==> src/rtl/mem_bus_arbiter.sv <==
// mem_bus_arbiter
//   Shares one asynchronous SRAM-style bus between port A (video fetch) and
//   port B (CPU). A granted access runs IDLE -> ACCESS (WAIT_STATES+1 cycles)
//   -> DONE. Every bus output is registered. mem_dir drives the data-pin
//   bidir select directly: 1 releases the pins, 0 drives mem_dout.
//
//   Ports:
//     clk, reset              rising-edge clock, synchronous active-high reset
//     a_req/a_wr/a_addr/a_wdata  port A request (held until a_ack)
//     a_ack, a_rdata          one-cycle completion pulse, last read data
//     b_*                     same set for port B
//     mem_addr, mem_dout      registered bus address / write data
//     mem_din                 read data from the pins
//     mem_dir, mem_rd, mem_wr pin direction, read strobe, write strobe
//
//   Build option:
//     MEM_ARB_FIXED_PRIORITY_EN  port A wins simultaneous requests; when
//                                undefined, simultaneous requests alternate.
module mem_bus_arbiter #(
  parameter int ADDR_WIDTH  = 16,
  parameter int DATA_WIDTH  = 8,
  parameter int WAIT_STATES = 1
) (
  input  logic                  clk,
  input  logic                  reset,
  input  logic                  a_req,
  input  logic                  a_wr,
  input  logic [ADDR_WIDTH-1:0] a_addr,
  input  logic [DATA_WIDTH-1:0] a_wdata,
  output logic                  a_ack,
  output logic [DATA_WIDTH-1:0] a_rdata,
  input  logic                  b_req,
  input  logic                  b_wr,
  input  logic [ADDR_WIDTH-1:0] b_addr,
  input  logic [DATA_WIDTH-1:0] b_wdata,
  output logic                  b_ack,
  output logic [DATA_WIDTH-1:0] b_rdata,
  output logic [ADDR_WIDTH-1:0] mem_addr,
  output logic [DATA_WIDTH-1:0] mem_dout,
  input  logic [DATA_WIDTH-1:0] mem_din,
  output logic                  mem_dir,
  output logic                  mem_rd,
  output logic                  mem_wr
);

  localparam logic [3:0] WAIT_LOAD = 4'(WAIT_STATES);

  typedef enum logic [1:0] {IDLE, ACCESS, DONE} state_t;

  typedef struct packed {
    logic                  wr;
    logic [ADDR_WIDTH-1:0] addr;
    logic [DATA_WIDTH-1:0] wdata;
  } req_t;

  state_t     state, state_nxt;
  logic       last_grant;   // 0 = A, 1 = B
  logic       gnt;          // owner of the access in flight
  logic [3:0] wait_cnt;
  logic       start;        // grant taken on this edge
  logic       grant_b;
  logic       acc_end;      // last ACCESS cycle
  req_t       req_a, req_b, req_sel;

  assign req_a = {a_wr, a_addr, a_wdata};
  assign req_b = {b_wr, b_addr, b_wdata};

  // Next state, grant decision and access-end detect.
  always_comb begin
    state_nxt = state;
    start     = 1'b0;
    grant_b   = 1'b0;
    acc_end   = 1'b0;
    case (state)
      IDLE: begin
        start = a_req | b_req;
`ifdef MEM_ARB_FIXED_PRIORITY_EN
        grant_b = b_req & ~a_req;
`else
        // B wins when alone, or on a tie when A had the previous grant.
        grant_b = b_req & (~a_req | ~last_grant);
`endif
        if (start) state_nxt = ACCESS;
      end
      ACCESS: begin
        acc_end = (wait_cnt == 4'd0);
        if (acc_end) state_nxt = DONE;
      end
      DONE:    state_nxt = IDLE;
      default: state_nxt = IDLE;
    endcase
    req_sel = grant_b ? req_b : req_a;
  end

  always_ff @(posedge clk) begin
    if (reset) state <= IDLE;
    else       state <= state_nxt;
  end

  // Arbitration history and current owner.
  always_ff @(posedge clk) begin
    if (reset) begin
      last_grant <= 1'b1;
      gnt        <= 1'b0;
    end else if (start) begin
      last_grant <= grant_b;
      gnt        <= grant_b;
    end
  end

  // Wait-state counter: loaded on grant, counts down through ACCESS.
  always_ff @(posedge clk) begin
    if (reset)                        wait_cnt <= 4'd0;
    else if (start)                   wait_cnt <= WAIT_LOAD;
    else if (state == ACCESS && !acc_end) wait_cnt <= wait_cnt - 4'd1;
  end

  // Address and write data stay put after the access so the bus is quiet
  // and write data keeps its hold time through DONE.
  always_ff @(posedge clk) begin
    if (reset) begin
      mem_addr <= '0;
      mem_dout <= '0;
    end else if (start) begin
      mem_addr <= req_sel.addr;
      mem_dout <= req_sel.wdata;
    end
  end

  // Strobes and pin direction. The pins are released one cycle after the
  // write strobe falls, giving the SRAM data hold time.
  always_ff @(posedge clk) begin
    if (reset) begin
      mem_rd  <= 1'b0;
      mem_wr  <= 1'b0;
      mem_dir <= 1'b1;
    end else if (start) begin
      mem_rd  <= ~req_sel.wr;
      mem_wr  <= req_sel.wr;
      mem_dir <= ~req_sel.wr;
    end else if (acc_end) begin
      mem_rd  <= 1'b0;
      mem_wr  <= 1'b0;
    end else if (state == DONE) begin
      mem_dir <= 1'b1;
    end
  end

  // Acks are single-cycle pulses covering DONE.
  always_ff @(posedge clk) begin
    if (reset) begin
      a_ack <= 1'b0;
      b_ack <= 1'b0;
    end else begin
      a_ack <= acc_end & ~gnt;
      b_ack <= acc_end & gnt;
    end
  end

  // Read data lands only in the owner's register; mem_rd is still high on
  // the capturing edge, which distinguishes reads from writes.
  always_ff @(posedge clk) begin
    if (reset) begin
      a_rdata <= '0;
      b_rdata <= '0;
    end else if (acc_end && mem_rd) begin
      if (gnt) b_rdata <= mem_din;
      else     a_rdata <= mem_din;
    end
  end

endmodule

==> config.mk <==
export PLATFORM = sky130hd
export DESIGN_NAME = mem_bus_arbiter
export DESIGN_NICKNAME = d
export VERILOG_FILES = /design/src/rtl/mem_bus_arbiter.sv
export SDC_FILE = /design/constraint.sdc
export NUM_CORES = 1
export LEC_CHECK = 0
export BUFFER_PORTS_ARGS = -buffer_cell sky130_fd_sc_hd__buf_2
export CORE_ASPECT_RATIO = 1.75
export CORE_MARGIN = 3
export CORE_UTILIZATION = 49
export DETAILED_ROUTE_END_ITERATION = 10
export GPL_ROUTABILITY_DRIVEN = 0
export PLACE_DENSITY = 0.93
export SETUP_SLACK_MARGIN = 0.3
export SYNTH_ARGS = -nofsm -noshare
export SYNTH_HDL_FRONTEND = slang
export SYNTH_SLANG_ARGS = --single-unit
==> constraint.sdc <==
create_clock -name clk -period 3.9 [get_ports clk]
set_input_delay 0.585 -clock clk [delete_from_list [all_inputs] [get_ports clk]]
set_output_delay 0.585 -clock clk [all_outputs]
set_load 0.02 [all_outputs]
; ---- Yosys cells after proc, flatten, opt, wreduce, memory -nomap -nowiden
; Cells that the tools add are included.
[totals]
regBits = 53
latchBits = 0
ram_bits = 0
mem_bits_ro = 0
input_bits = 62
out_inout_bits = 45
elab_cells = 57
mem_count = 0
[op_classes]
n_addsub = 1
mul = 0
n_div = 0
order_cmp = 0
eq_ne = 5
shifts = 0
n_mux = 15
n_bitwise = 9
n_reduce_logical = 13
[ops]
columns = op, n
row1 = two-way mux 25 bit, 1
row2 = two-way mux 1 bit, 11
row3 = AND reduction 2 bit, 4
row4 = "!= test 2 bit, second input constant", 3
row5 = nonzero test 2 bit, 3
row6 = zero test 4 bit, 1
row7 = two-way mux 2 bit, 2
row8 = NOT 1 bit, 4
row9 = case mux 2 bit (2 select lines), 1
row10 = "subtractor 4 x 1 -> 4 bit, second input constant", 1
row11 = AND 1 bit, 3
row12 = "== test 2 x 1 -> 1 bit, second input constant", 1
row13 = "== test 2 bit, second input constant", 1
row14 = logical AND 1 bit, 2
row15 = zero test 2 bit, 1
row16 = bitwise OR 1 bit, 2
row17 = OR reduction 2 bit, 1
row18 = zero test 1 bit, 1

; ---- Longest topological paths before layout
[logic_depth]
word_depth = 7
mapped_depth = 6
depth_no_buf = 6

; ---- Worst setup path before layout
; OpenSTA, ideal clock, no wires.
[synth_path]
path_type = input-to-reg
from = input port a_req
to = register mem_addr[0]
setup_time_ns = 0.074
arrival_time_ns = 1.506
t_required_ns = 3.826
path_slack_ns = 2.320
cell_stages = 5
n_path_buf = 1
cell_sequence = or2_2 > a21oi_2 > buf_2 > nand2_1 > o21ai_0
[synth_via]
elab_chain_len = 5
elab_cells_between_ends = 7
classes_between = mux (3) / bitwise (4)
[synth_rtl]
columns = element, line_no
row1 = "start, declared", 26  ; input logic a_req,
row2 = NOT 1 bit, 81  ; grant_b = b_req & (~a_req | ~last_grant);
row3 = bitwise OR 1 bit, 81
row4 = AND 1 bit, 81
row5 = two-way mux 1 bit, 74  ; case (state)
row6 = two-way mux 25 bit, 92  ; req_sel = grant_b ? req_b : req_a;
row7 = "end signal, assigned", 125  ; mem_addr <= req_sel.addr;
row8 = "end, declared", 38  ; output logic [ADDR_WIDTH-1:0] mem_addr,
; Several ways; a longest one is shown, not always the timed one.
; A chain may end at the register's enable or synchronous reset.

; ---- Worst setup path after layout
[layout_path]
from = input port a_req
to = register mem_rd
[layout_via]
elab_chain_len = 7
elab_cells_between_ends = 10
classes_between = mux (4) / bitwise (5) / reduce/logical (1)
[layout_rtl]
columns = element, line_no
row1 = NOT 1 bit, 81
row2 = bitwise OR 1 bit, 81
row3 = AND 1 bit, 81
row4 = two-way mux 1 bit, 74
row5 = two-way mux 25 bit, 92
row6 = NOT 1 bit, 138  ; mem_rd <= ~req_sel.wr;
row7 = two-way mux 1 bit, 137  ; end else if (start) begin
row8 = "end signal, assigned", 138
row9 = "end, declared", 42  ; output logic mem_rd,
; Several ways; a longest one is shown, not always the timed one.

==> results.cfg <==
[status]
status = complete, no violations

[timing]
setup-violations-final = 0
fmax_ghz = 0.494
timing.final.ws_setup_ps = 1880
finalSetupTns_ps = 0
max_slew_margin_pct = 25.1
timing_hold_violations_final = 0
worst-slew-pin-transition_ps = 1120
holdWs_ps = 458
period_share_pct = 51.9
report.final.slew_viol_count = 0
min_period_ps = 2020
rsz0062_at_grt = no
fin_skew_ps = 4.94

[cts]
numCtsBuffers = 5
clk_path_buf_depth = 2
clkSlewWorstSetupHoldPaths_ps = 90
h-tree-depth = 2
cts.sinks = 53
cts_tree = built
worst_skew_pair.late_latency_ps = 290
root_buffer = clkbuf_8
cts_hold_buffers = 0
cts_resized = 0
post_cts_buffers = 0

[global_routing]
overflow = 0
antenna_found_initial = 0
grt_max_degree = 29
grt_pass1_wl_mm = 8.17
grt_pass1_vias = 1898
track_usage_pct = 19.2

[placement]
place_ws_ps = 1600
hpwl_mm = 3.78
port-buffer-count = 106
dpl.cell_count = 365

[synthesis]
syn_nets = 284
synth_area_leader_cell = dfxtp_1
netlist_instances = 221
synth_top_area_share_pct = 49.2
syn_area_sq_um = 2160
ys_warn_count = 0
ys_top_cells_by_area = dfxtp_1 (49%), mux2i_1 (19%), o21ai_0 (6.3%), nand2_1 (4.7%), nor2_1 (3.7%)
syn_avg_cell_area_sq_um = 9.77
ys_seq_elements = 53
ys_types = 37
yosysSeqAreaShare_pct = 49.2

[power]
ir_drop_v = 0.000331
p_leak_nw = 1.28
power.density_nw_per_um2 = 412

[worst_setup_path]
cp-start-kind = input port
critPathMaxFanout = 27
crit_required_ps = 4110
cp_data_arrival_time_ps = 2230
path_class = input port to register
r2r_slack_ps = 1950
cp-end-kind = register

[detailed_routing]
routedWlPerCell_um = 13.0
drc_errors = 0
vias = 1900
drt_first_pass_iters = 4
ant_nets = 0
wl_mm = 4.86
initialDrtViolationCount = 30
via_per_inst = 5.09

[final_layout]
areaGrowthSynthToFinish_pct = 28.8
antenna_cells = 0
drive_gt1_share_pct = 38.9
final_util_pct = 66.3
finalNonFillerCells = 373
fin_nets = 386

[floorplan]
start_util_pct = 51.5
num_io_pins = 107
die_y_um = 93.8
fp.coreArea_sq_um = 4190
die_w_um = 56.2
rows = 31
dieArea_sq_um = 5270

[job]
cap_violations = 0

[worst_hold_path]
holdCritPathClass = register to register
==> cell usage after synthesis (all sizes together) <==
cell type / count
inv: 7
clkbuf: 3
a31oi: 1
or4: 2
o2111ai: 1
xnor2: 1
o21ai: 27
ha: 1
nand4bb: 1
nand3b: 1
nand2: 28
dfxtp: 53
buf: 8
nor2: 22
a211oi: 2
a221o: 1
nor3: 6
a22oi: 1
mux2i: 41
mux2: 1
a21boi: 1
nand3: 4
nand2b: 2
a21oi: 4
or2: 2
==> final cells by class <==
type / instances / area, sq um
fill: 351 / 1410
sequential: 53 / 1060
multi-input combinational: 150 / 1010
timing repair buffer: 106 / 531
clock buffer: 5 / 68.8
tap: 49 / 61.3
inverter: 7 / 26.3
clock inverter: 3 / 17.5
==> worst max-delay path, cell delays in order <==
cell	delay (ps)
buf_2	130
or2_2	330
a21oi_2	890
nand3_1	150
o21ai_0	150
==> layer usage <==
layer	GRT usage [%]	wire length [um]
met1	18.5	1720
met2	38.6	2750
met3	3.85	323
met4	6.73	74
met5	0	0
==> state kept, by name, indices dropped and copies added, names as in the netlist <==
signal      cells
last_grant      1
mem_addr       16
gnt             1
mem_dout        8
mem_dir         1
mem_rd          1
a_rdata         8
b_ack           1
mem_wr          1
wait_cnt        4
state           2
b_rdata         8
a_ack           1
==> where the power goes <==
part / internal [mW] / switching [mW]
Sequential: 0.584 / 0.0268
Clock: 0.124 / 0.169
Combinational: 0.0960 / 0.144
Total: 0.804 / 0.340
==> final timing paths <==
path	end	start	depth (start not counted)
setup reg to reg	mem_rd	last_grant	3
setup / recovery	mem_rd	a_req	5
hold reg to reg	mem_addr[0]	mem_addr[0]	2
hold / removal	mem_addr[0]	mem_addr[0]	2
==> cell families (layout without fill, tap and decap cells) <==
group	after synthesis	count (layout)	share of synthesized area, %
fa+ha+maj	1	1	0.580
simple gates	68	68	15.8
buf+inv	18	121	4.41
xor+xnor	1	1	0.406
mux	42	42	19.5
compound gates	38	38	10.1
flops	53	53	49.2
==> metrics by stage <==
stage | total power [mW] | instance area (sq um)
after floorplan | 0.779 | 2160
after global placement | 0.856 | 2690
after detailed placement | 0.866 | 2690
after CTS | 1.16 | 2780
after global routing | 1.21 | 2780
final | 1.14 | 2780
==> cell usage in the layout, fill, tap and decap left out, types with 2 or more instances in the layout <==
cell type	n
a21oi_1	3
buf_2	106
clkbuf_8	5
clkinv_2	2
dfxtp_1	53
inv_1	7
mux2i_1	41
nand2_1	27
nand3_1	4
nor2_1	21
nor3_1	4
nor3_4	2
o21ai_0	27
Power figures use the tool's default switching activity.
